`src/rtl/vco_pkg.sv`:
```
// Shared constants, window FSM state type and ring-tap decode helpers
// for the VCO phase counter.
package vco_pkg;

  localparam int VCO_TAPS   = 11;
  localparam int NUM_STATES = 2 * VCO_TAPS;
  localparam int MAX_TAPS   = 32;

  typedef enum logic [1:0] {
    WIN_IDLE  = 2'd0,
    WIN_PRIME = 2'd1,
    WIN_ACC   = 2'd2
  } vco_win_state_t;

  // Odd taps of the ring are inverted; this mask folds them back to a thermometer.
  function automatic logic [MAX_TAPS-1:0] vco_alt_mask(input int n);
    return 32'hAAAA_AAAA & ((32'd1 << n) - 32'd1);
  endfunction

  function automatic logic [6:0] vco_phase_decode(input logic [MAX_TAPS-1:0] taps,
                                                  input int n);
    logic [MAX_TAPS-1:0] t;
    logic [MAX_TAPS-1:0] walk;
    logic [MAX_TAPS-1:0] msb_sh;
    logic [6:0]          pc;
    t      = taps ^ vco_alt_mask(n);
    walk   = t;
    pc     = 7'd0;
    for (int i = 0; i < MAX_TAPS; i++) begin
      pc   = pc + {6'd0, walk[0]};
      walk = walk >> 1;
    end
    msb_sh = t >> (n - 1);
    if (msb_sh[0]) begin
      return 7'(2 * n) - pc;
    end else begin
      return pc;
    end
  endfunction

endpackage

```
`src/rtl/vco_sample_fifo.sv`:
```
// First-word fall-through sample buffer with occupancy level and a drop
// strobe for pushes that arrive while full with no concurrent pop.
module vco_sample_fifo #(
  parameter int WIDTH = 24,
  parameter int DEPTH = 8
) (
  input  logic                   clk,
  input  logic                   rst,
  input  logic                   push,
  input  logic [WIDTH-1:0]       push_data,
  input  logic                   pop,
  output logic [WIDTH-1:0]       head,
  output logic [$clog2(DEPTH):0] level,
  output logic                   full,
  output logic                   empty,
  output logic                   drop
);

  localparam int AW = $clog2(DEPTH);
  localparam int LW = AW + 1;

  logic [WIDTH-1:0] mem_r [DEPTH];
  logic [AW-1:0]    wr_ptr_r;
  logic [AW-1:0]    rd_ptr_r;
  logic [LW-1:0]    level_r;
  logic             pop_s;
  logic             push_ok_s;

  assign full      = (level_r == LW'(DEPTH));
  assign empty     = (level_r == {LW{1'b0}});
  assign pop_s     = pop && !empty;
  // A pop on the same edge frees the slot, so a full FIFO still accepts the push.
  assign push_ok_s = push && (!full || pop_s);
  assign drop      = push && full && !pop_s;
  assign head      = mem_r[rd_ptr_r];
  assign level     = level_r;

  // Storage, pointers and occupancy.
  always_ff @(posedge clk or posedge rst) begin
    if (rst) begin
      wr_ptr_r <= {AW{1'b0}};
      rd_ptr_r <= {AW{1'b0}};
      level_r  <= {LW{1'b0}};
      for (int i = 0; i < DEPTH; i++) begin
        mem_r[i] <= {WIDTH{1'b0}};
      end
    end else begin
      if (push_ok_s) begin
        mem_r[wr_ptr_r] <= push_data;
        wr_ptr_r        <= wr_ptr_r + AW'(1);
      end
      if (pop_s) begin
        rd_ptr_r <= rd_ptr_r + AW'(1);
      end
      level_r <= level_r + LW'(push_ok_s) - LW'(pop_s);
    end
  end

endmodule

```
`src/rtl/vco_phase_counter.sv`:
```
// Converts asynchronous ring-oscillator taps into decimated frequency samples:
// synchronize, decode to a phase index, accumulate phase advance per window.
module vco_phase_counter
  import vco_pkg::*;
#(
  parameter int PHASE_WIDTH  = VCO_TAPS,
  parameter int SAMPLE_WIDTH = 24,
  parameter int FIFO_DEPTH   = 8
) (
  input  logic                          wb_clk_i,
  input  logic                          wb_rst_i,
  input  logic                          enable_i,
  input  logic [15:0]                   dec_len_i,
  input  logic [PHASE_WIDTH-1:0]        phase_in,
  output logic [SAMPLE_WIDTH-1:0]       sample_o,
  output logic                          sample_valid_o,
  input  logic                          sample_ready_i,
  output logic [$clog2(FIFO_DEPTH):0]   fifo_level_o,
  output logic                          overflow_o,
  input  logic                          clear_overflow_i
);

  localparam int N_STATES = 2 * PHASE_WIDTH;
  localparam int PIDX_W   = $clog2(N_STATES);
  localparam logic [PIDX_W:0] N_STATES_W = (PIDX_W + 1)'(N_STATES);

  logic [PHASE_WIDTH-1:0]  s1_r, s2_r;
  logic [PIDX_W-1:0]       p_s, p_q_r, p_prev_r, delta_s;
  logic [PIDX_W:0]         diff_s;
  vco_win_state_t          state_r, state_nxt_s;
  logic [15:0]             len_r, cnt_r, len_sel_s;
  logic [SAMPLE_WIDTH-1:0] acc_r, acc_sat_s;
  logic [SAMPLE_WIDTH:0]   acc_sum_s;
  logic                    last_s, push_s, pop_s, drop_s, full_s, empty_s;
  logic                    overflow_r;

  assign p_s       = PIDX_W'(vco_phase_decode(MAX_TAPS'(s2_r), PHASE_WIDTH));
  assign diff_s    = {1'b0, p_q_r} - {1'b0, p_prev_r};
  // A backwards step in index means the ring wrapped through state 0.
  assign delta_s   = (p_q_r >= p_prev_r) ? diff_s[PIDX_W-1:0]
                                         : PIDX_W'(diff_s + N_STATES_W);
  assign acc_sum_s = {1'b0, acc_r} + (SAMPLE_WIDTH + 1)'(delta_s);
  assign acc_sat_s = acc_sum_s[SAMPLE_WIDTH] ? {SAMPLE_WIDTH{1'b1}}
                                             : acc_sum_s[SAMPLE_WIDTH-1:0];
  assign len_sel_s = (dec_len_i == 16'd0) ? 16'd1 : dec_len_i;
  assign last_s    = (cnt_r == len_r - 16'd1);
  assign pop_s     = sample_valid_o && sample_ready_i;

  // Window FSM state register.
  always_ff @(posedge wb_clk_i or posedge wb_rst_i) begin
    if (wb_rst_i) begin
      state_r <= WIN_IDLE;
    end else begin
      state_r <= state_nxt_s;
    end
  end

  // Window FSM next state and push strobe.
  always_comb begin
    state_nxt_s = state_r;
    push_s      = 1'b0;
    case (state_r)
      WIN_IDLE: begin
        if (enable_i) state_nxt_s = WIN_PRIME;
        else          state_nxt_s = WIN_IDLE;
      end
      WIN_PRIME: begin
        if (enable_i) state_nxt_s = WIN_ACC;
        else          state_nxt_s = WIN_IDLE;
      end
      WIN_ACC: begin
        if (enable_i) begin
          state_nxt_s = WIN_ACC;
          push_s      = last_s;
        end else begin
          state_nxt_s = WIN_IDLE;
        end
      end
      default: state_nxt_s = WIN_IDLE;
    endcase
  end

  // Tap synchronizer, phase pipeline, window counter and accumulator.
  always_ff @(posedge wb_clk_i or posedge wb_rst_i) begin
    if (wb_rst_i) begin
      s1_r     <= {PHASE_WIDTH{1'b0}};
      s2_r     <= {PHASE_WIDTH{1'b0}};
      p_q_r    <= {PIDX_W{1'b0}};
      p_prev_r <= {PIDX_W{1'b0}};
      len_r    <= 16'd1;
      cnt_r    <= 16'd0;
      acc_r    <= {SAMPLE_WIDTH{1'b0}};
    end else begin
      s1_r  <= phase_in;
      s2_r  <= s1_r;
      p_q_r <= p_s;
      case (state_r)
        WIN_PRIME: begin
          p_prev_r <= p_q_r;
          len_r    <= len_sel_s;
          cnt_r    <= 16'd0;
          acc_r    <= {SAMPLE_WIDTH{1'b0}};
        end
        WIN_ACC: begin
          p_prev_r <= p_q_r;
          if (!enable_i || last_s) begin
            cnt_r <= 16'd0;
            acc_r <= {SAMPLE_WIDTH{1'b0}};
          end else begin
            cnt_r <= cnt_r + 16'd1;
            acc_r <= acc_sat_s;
          end
          if (last_s) begin
            len_r <= len_sel_s;
          end
        end
        default: begin
          cnt_r <= 16'd0;
          acc_r <= {SAMPLE_WIDTH{1'b0}};
        end
      endcase
    end
  end

  // Sticky overflow; a new drop wins over a simultaneous clear.
  always_ff @(posedge wb_clk_i or posedge wb_rst_i) begin
    if (wb_rst_i) begin
      overflow_r <= 1'b0;
    end else if (drop_s && full_s) begin
      overflow_r <= 1'b1;
    end else if (clear_overflow_i) begin
      overflow_r <= 1'b0;
    end
  end

  vco_sample_fifo #(
    .WIDTH (SAMPLE_WIDTH),
    .DEPTH (FIFO_DEPTH)
  ) u_fifo (
    .clk       (wb_clk_i),
    .rst       (wb_rst_i),
    .push      (push_s),
    .push_data (acc_sat_s),
    .pop       (pop_s),
    .head      (sample_o),
    .level     (fifo_level_o),
    .full      (full_s),
    .empty     (empty_s),
    .drop      (drop_s)
  );

  assign sample_valid_o = !empty_s;
  assign overflow_o     = overflow_r;

endmodule

```
`config.mk`:
```
export PLATFORM = sky130hd
export DESIGN_NAME = vco_phase_counter
export DESIGN_NICKNAME = d
export VERILOG_FILES = /design/src/rtl/vco_pkg.sv /design/src/rtl/vco_sample_fifo.sv /design/src/rtl/vco_phase_counter.sv
export SDC_FILE = /design/constraint.sdc
export NUM_CORES = 1
export LEC_CHECK = 0
export BUFFER_PORTS_ARGS = -buffer_cell sky130_fd_sc_hd__buf_2
export CAP_MARGIN = 20
export CELL_PAD_IN_SITES_DETAIL_PLACEMENT = 1
export CELL_PAD_IN_SITES_GLOBAL_PLACEMENT = 1
export CORE_AREA = 4 4 194 196
export DETAILED_ROUTE_END_ITERATION = 12
export DIE_AREA = 0 0 198 200
export PLACE_DENSITY = 0.74
export REMOVE_ABC_BUFFERS = 1
export SYNTH_ARGS = -nofsm -noshare
export SYNTH_HDL_FRONTEND = slang
export SYNTH_HIERARCHICAL = 1
export SYNTH_SLANG_ARGS = --single-unit
```
`constraint.sdc`:
```
create_clock -name wb_clk_i -period 15.5 [get_ports wb_clk_i]
set_input_delay 4.65 -clock wb_clk_i [delete_from_list [all_inputs] [get_ports wb_clk_i]]
set_output_delay 4.65 -clock wb_clk_i [all_outputs]
set_load 0.005 [all_outputs]
```
# ---- Word-level counts from Yosys, hierarchy flattened
# Index checks and enable logic that the tools add are counted.
# W data, S select, Z words.
dict set report classes {
  n_mux 23
  addsub 20
  magnitude_cmp 4
  eq_ne 5
  reduce_logical 20
  bitwise 3
}
# cell n
set op_table {}
lappend op_table {{$bwmux W192} 1}
lappend op_table {{$mux W24} 6}
lappend op_table {{$bmux W24 S3} 1}
lappend op_table {{$demux W24 S3} 1}
lappend op_table {{$mux W16} 4}
lappend op_table {{$pmux W16 S2} 1}
lappend op_table {{$add A5 B1 Y5} 6}
lappend op_table {{$add A24 B5 Y25} 1}
lappend op_table {{$add A16 B1 Y16 const B} 1}
lappend op_table {{$eq A16 B16 Y1} 1}
lappend op_table {{$logic_not A16 Y1} 1}
lappend op_table {{$sub A16 B1 Y16 const B} 1}
lappend op_table {{$mux W5} 2}
lappend op_table {{$ge A4 B4 Y1 const B} 2}
lappend op_table {{$not A3 Y4} 2}
lappend op_table {{$logic_and A1 B1 Y1} 7}
lappend op_table {{$add A3 B1 Y3 const B} 2}
lappend op_table {{$add A4 B1 Y5} 1}
lappend op_table {{$add A5 B5 Y5 const B} 1}
lappend op_table {{$ge A5 B5 Y1} 1}
lappend op_table {{$mux W1} 5}
lappend op_table {{$not A5 Y5} 1}
lappend op_table {{$sub A5 B5 Y5} 1}
lappend op_table {{$sub A5 B5 Y5 const A} 1}
lappend op_table {{other kinds (19)} 24}
dict set report totals {
  inputBits 32
  regBits 293
  wordCells 95
}

# ---- Depth between registers and ports, before layout
dict set report logic_depth {
  depth_word 13
  depth_mapped 16
  ltp_nobuf 16
}

# ---- Modules after synthesis
# Netlist, hierarchy kept.
# mod seq_area_each_um2 instances cells_each area_per_inst_um2
set modules_own_cells {}
lappend modules_own_cells {vco_sample_fifo 5054.8 1 555 9369.0}
lappend modules_own_cells {vco_phase_counter 2278.4 1 494 5127.4}

# ---- Worst setup path after synthesis
# No wires, ideal clock.
dict set report synth_timing {
  path_type {input-to-reg}
  startpoint {input port enable_i}
  endpoint {register u_fifo/mem_r[24] in the netlist's numbering}
  t_required_ns 15.375
  path_stages 6
  slack_ns 9.200
  setup_ns 0.125
  path_buffers 1
  arrival_time_ns 6.175
  cell_sequence {nand2_1 > nor2_1 > nand2_1 > a2111oi_4 > buf_6 > mux2_2}
}
dict set report synth_between {
  elab_chain_cells 3
}
# item line
set synth_rtl {}
lappend synth_rtl {{start, declared} vco_phase_counter.sv:12} ;# input logic enable_i,
lappend synth_rtl {{$mux W1} vco_phase_counter.sv:72} ;# if (enable_i) begin
lappend synth_rtl {{$mux W1} vco_phase_counter.sv:62} ;# case (state_r)
lappend synth_rtl {{named net push_s} vco_phase_counter.sv:34} ;# logic last_s, push_s, pop_s, drop_s, full_s, empty_s;
lappend synth_rtl {{$logic_and A1 B1 Y1} vco_sample_fifo.sv:33} ;# assign push_ok_s = push && (!full || pop_s);
lappend synth_rtl {{end signal, assigned by index} vco_sample_fifo.sv:45} ;# mem_r[i] <= {WIDTH{1'b0}};
lappend synth_rtl {{end signal, assigned by index} vco_sample_fifo.sv:49} ;# mem_r[wr_ptr_r] <= push_data;
lappend synth_rtl {{end, declared} vco_sample_fifo.sv:22} ;# logic [WIDTH-1:0] mem_r [DEPTH];
# The timed path passes the listed nets, and every way through them passes these cells.
# A chain may end at the register's enable or synchronous reset.

# ---- Final worst setup path
dict set report layout_timing {
  startpoint {register u_fifo.rd_ptr_r[0]}
  endpoint {output port sample_o[1]}
}
dict set report layout_between {
  elab_chain_cells 4
}
# item line
set layout_rtl {}
lappend layout_rtl {{start, declared} vco_sample_fifo.sv:24} ;# logic [AW-1:0] rd_ptr_r;
lappend layout_rtl {{start signal, assigned} vco_sample_fifo.sv:42} ;# rd_ptr_r <= {AW{1'b0}};
lappend layout_rtl {{start signal, assigned} vco_sample_fifo.sv:53} ;# rd_ptr_r <= rd_ptr_r + AW'(1);
lappend layout_rtl {{$not A3 Y4 (implied by the code)} vco_sample_fifo.sv:35} ;# assign head = mem_r[rd_ptr_r];
lappend layout_rtl {{$bmux W24 S3} vco_sample_fifo.sv:35}
lappend layout_rtl {{$mux W24 (implied by the code) (2 in a row)} vco_sample_fifo.sv:35}
lappend layout_rtl {{end, declared} vco_phase_counter.sv:15} ;# output logic [SAMPLE_WIDTH-1:0] sample_o,
# No other way between the ends. The select of a mux whose other input is x is not followed.

==> results.txt <==
- The flow ran to the end, and the final reports show no timing, DRC or antenna violations.
- STA classifies the critical path endpoint as an output pin.
- Startpoint type of the worst setup path: register
* Yosys reg bits: slightly below 300
* Total gr overflow: 0
* Critical path fanouts, max: 30
- Setup bufs post-CTS: 0
- Relative to the synthesized area, the layout overhead comes to 12.3%.
- After detailed routing, the total wire length is ~32 mm.
- Crit Path Class: register to output pin
* Met3 Use GR: roughly 2%
- Actual transition at the worst max-transition pin: 945 ps
- Combinational logic burns between 30% and 40% of the power.
- After detailed placement, the design holds a cell count of approximately 1500.
* Max_cap viols: 0
- The layout has around 3700 filler cells.
- Worst hold path type: register to register
- For this configuration, the core starts out at a cell density of between 40 and 50%.
- CP max stage cell: sky130_fd_sc_hd__dfrtp_2
- Vias in the first global route: roughly 9700
- During placement, the flow inserted port buffers numbering roughly 60.
- Die Outline Area: 39600 sq um
- In this run the number of H-tree levels came out at 1.
- For this block, the initial DRC count from the detailed router was around 350.
- The top cell types in the final layout, fill and taps aside, are 290 x sky130_fd_sc_hd__dfrtp_1, 209 x sky130_fd_sc_hd__mux2_2, 61 x sky130_fd_sc_hd__buf_2.
- Peak VDD IR: just over 0.0001 V
- Sequential cell fraction of total power: ~36%
* Vertical die dimension: 200 microns
- The die is a little under 200 microns wide.
- The Yosys step of the flow raised 6 warnings.
- Distinct cell type count after synthesis: 72
* Vias after detailed routing: between 8000 and 9000
- Most common library cell in the layout ignoring fill and taps: sky130_fd_sc_hd__dfrtp_1
* Global-route wire length before repair: between 50 and 60 mm
- The total area inside the core boundary comes to about 36000 sq um.
* Detail-routed net length per standard cell: roughly 20 microns
* Power density of the placed cells: 153 nW/um^2
- Worst-path cell chain: buf_4, mux4_2, mux2_2, buf_2
- Global routing used between 20% and 30% of the available met2 tracks.
- For the worst setup path, the data required time is 10850 ps.
* Most utilized layer in the global route result: met2
- Final cell count without fillers: between 1500 and 2000
* Post-synthesis instance area: 14500 sq um
* Data arrival time at the worst-slack endpoint: approximately 3000 ps
- In the final timing run, aggregate negative setup slack is 0 ps.
- Number of placement rows: 70
* Ys async rst share: 100%
- Critical path buffer and inverter count: 2
- Clock root buffer: sky130_fd_sc_hd__clkbuf_16
- The number of antenna violations at the first check in global routing came to 0.
- Ports: 62
* Synthesized instance count: between 1000 and 1500
- Max Transition Viols Final: 0
- Synth Flop Type: sky130_fd_sc_hd__dfrtp_1
- The pre-antenna-repair detailed-routing pass consisted of 4 iterations.
- Number of nets in the final layout: roughly 1200
- Net switching share of the total power: a little over a third
* TritonCTS buffer count: 31
- The worst pin sits at a relative slew slack of 37.0%.
- The kind of cell with the highest combined delay along the critical path is multiplexers.
- Number of DRC violations after detailed routing: 0
- Averaged over all synthesized cells, the footprint is 13.8 sq um.
- CTS resizes: 0
- Average vias per placed instance: about 5.4
- Summed over all cells, the static leakage comes to between 7 and 8 nW.
* GRT Total Usage: 16.3%
- Pin count of the biggest net entering global routing: ~140
- Detailed placement ended at an HPWL of 20.6 mm.
- The clock net in this run drives a total of 293 sinks.
- EDFF count, synth: 0
* Fraction of layout cells with a size suffix above 1: around two fifths
- Buffers inserted to repair hold after CTS numbered 0.
* TritonCTS clock tree: yes
- Sequential fraction of the synthesis area: about half
- Setup repair after global routing left no endpoint under its margin.
- In this run, the clock network consumes roughly 30% of the power.
- Summed over all nets, the switching power comes to ~0.89 mW.
- The clock period could shrink to between 7000 and 8000 ps.
- Clock latency on the worst-skew pair: ~570 ps
- For met1 alone, demand over resource in global routing was between 20% and 30%.
- Final Hold Viols: 0
- 0 antenna diodes ended up in the layout.
* Count of antenna-violating nets left after detailed routing: 0
- Peak clock frequency supported by timing: around 130 MHz
* Crit share post-route: about half
* CTS clock-pin slew for the worst setup and hold paths: roughly 60 ps
- In this run the deepest clock path goes through 3 buffers.
- Routability-driven placement finished with a final weighted congestion of between 0.7 and 0.8.
- Across the routed clock network, the largest skew measured is around 21 ps.
- Largest stage delay on the critical path: between 800 and 900 ps
* Final setup violation count: 0
- The internal portion of the total power is between 1.5 and 2 mW.
==> final timing paths <==
kind	startpoint	to	slack (ps)	depth (start not counted)
worst max-delay path	u_fifo/rd_ptr_r[0]	sample_o[1]	7770	4
worst min-delay path	s1_r[7]	s2_r[7]	340	0
min in group asynchronous	wb_rst_i	overflow_o	4060	2
worst min register to register	s1_r[7]	s2_r[7]	340	0
max in group asynchronous	wb_rst_i	u_fifo/mem_r[33]	9710	3
worst max register to register	len_r[5]	u_fifo/mem_r[27]	10830	10
==> per-layer routing <==
layer | wire length, microns | part of all wire [%]
met5 | 0 | 0
met4 | 570 | 1.8
met3 | 860 | 2.7
met2 | 15800 | 50
met1 | 14500 | 46
==> logic make-up (layout without fill, tap and decap cells) <==
| kind of cell | after synthesis | in the layout | share of synthesized area [%] |
|---|---|---|---|
| flops | 293 | 293 | 50.6 |
| mux | 290 | 290 | 27.0 |
| simple gates | 169 | 169 | 6.31 |
| buf+inv | 107 | 195 | 3.89 |
| compound gates | 92 | 92 | 4.87 |
| xor+xnor | 62 | 62 | 3.75 |
| fa+ha+maj | 36 | 36 | 3.63 |
==> Yosys cell counts, types with 3 or more instances <==
| cell type | instances | area share, % |
|---|---|---|
| sky130_fd_sc_hd__nand2_1 | 43 | 1.1 |
| sky130_fd_sc_hd__xor2_1 | 28 | 1.7 |
| sky130_fd_sc_hd__clkbuf_1 | 10 | 0.26 |
| sky130_fd_sc_hd__mux2i_1 | 4 | 0.28 |
| sky130_fd_sc_hd__nand3b_1 | 3 | 0.16 |
| sky130_fd_sc_hd__nor4_1 | 5 | 0.22 |
| sky130_fd_sc_hd__nand4_1 | 7 | 0.30 |
| sky130_fd_sc_hd__mux2_2 | 209 | 16 |
| sky130_fd_sc_hd__buf_2 | 17 | 0.59 |
| sky130_fd_sc_hd__nor2_1 | 28 | 0.73 |
| sky130_fd_sc_hd__nor3_1 | 13 | 0.45 |
| sky130_fd_sc_hd__and3_1 | 5 | 0.22 |
| sky130_fd_sc_hd__dfrtp_1 | 292 | 50 |
| sky130_fd_sc_hd__o21ai_0 | 20 | 0.69 |
| sky130_fd_sc_hd__o21a_1 | 3 | 0.16 |
| sky130_fd_sc_hd__or3_1 | 6 | 0.26 |
| sky130_fd_sc_hd__nand3_1 | 16 | 0.55 |
| sky130_fd_sc_hd__buf_6 | 10 | 0.78 |
| sky130_fd_sc_hd__a21o_1 | 5 | 0.26 |
| sky130_fd_sc_hd__o211ai_1 | 4 | 0.21 |
| sky130_fd_sc_hd__mux2_4 | 29 | 3.0 |
| sky130_fd_sc_hd__xnor2_1 | 34 | 2.1 |
| sky130_fd_sc_hd__nand2b_1 | 7 | 0.30 |
| sky130_fd_sc_hd__and2_1 | 5 | 0.22 |
| sky130_fd_sc_hd__or4_4 | 3 | 0.23 |
| sky130_fd_sc_hd__a21oi_1 | 26 | 0.90 |
| sky130_fd_sc_hd__mux4_2 | 48 | 7.5 |
| sky130_fd_sc_hd__inv_1 | 58 | 1.5 |
| sky130_fd_sc_hd__and4_1 | 9 | 0.54 |
| sky130_fd_sc_hd__fa_1 | 10 | 1.4 |
| sky130_fd_sc_hd__nor2b_1 | 8 | 0.35 |
| sky130_fd_sc_hd__ha_1 | 26 | 2.2 |
| sky130_fd_sc_hd__a211oi_1 | 3 | 0.16 |
| sky130_fd_sc_hd__buf_4 | 5 | 0.26 |
==> layout make-up <==
class	count	area, sq um	share of cell area [%]
Multi-Input combinational cell	649	6620	40.7
Inverter	59	233	1.43
Timing Repair Buffer	78	473	2.90
Tap cell	468	586	3.60
Sequential cell	293	7340	45.0
Clock buffer	46	882	5.42
Clock inverter	12	155	0.953
==> stage by stage <==
step | utilization (%) | hold slack, ps | cell area, sq um | worst slack, ps | power [mW]
after floorplan | - | 331 | 14200 | 5340 | 1.50
after global placement | 42.1 | 332 | 15200 | 8350 | 1.71
after detailed placement | 42.1 | 336 | 15200 | 8320 | 1.75
after CTS | 45.0 | 349 | 16200 | 7690 | 2.52
after global routing | 45.1 | 351 | 16300 | 7560 | 2.65
final | 45.1 | 343 | 16300 | 7770 | 2.48
==> flip-flops by register name (all words and copies together), names as in the netlist <==
| signal | cells |
|---|---|
| p_q_r | 5 |
| s2_r | 11 |
| p_prev_r | 5 |
| acc_r | 24 |
| len_r | 16 |
| u_fifo/rd_ptr_r | 3 |
| state_r | 2 |
| u_fifo/wr_ptr_r | 3 |
| u_fifo/level | 4 |
| overflow_o | 1 |
| u_fifo/mem_r | 192 |
| s1_r | 11 |
| cnt_r | 16 |
==> power groups by stage <==
stage,clock (mW),sequential [mW],combinational (mW)
final,0.749,0.898,0.836
after global routing,0.810,0.910,0.931
after CTS,0.772,0.900,0.848
after detailed placement,0,0.912,0.835
after global placement,0,0.910,0.804
after floorplan,0,0.925,0.571
Power figures use the tool's default switching activity.
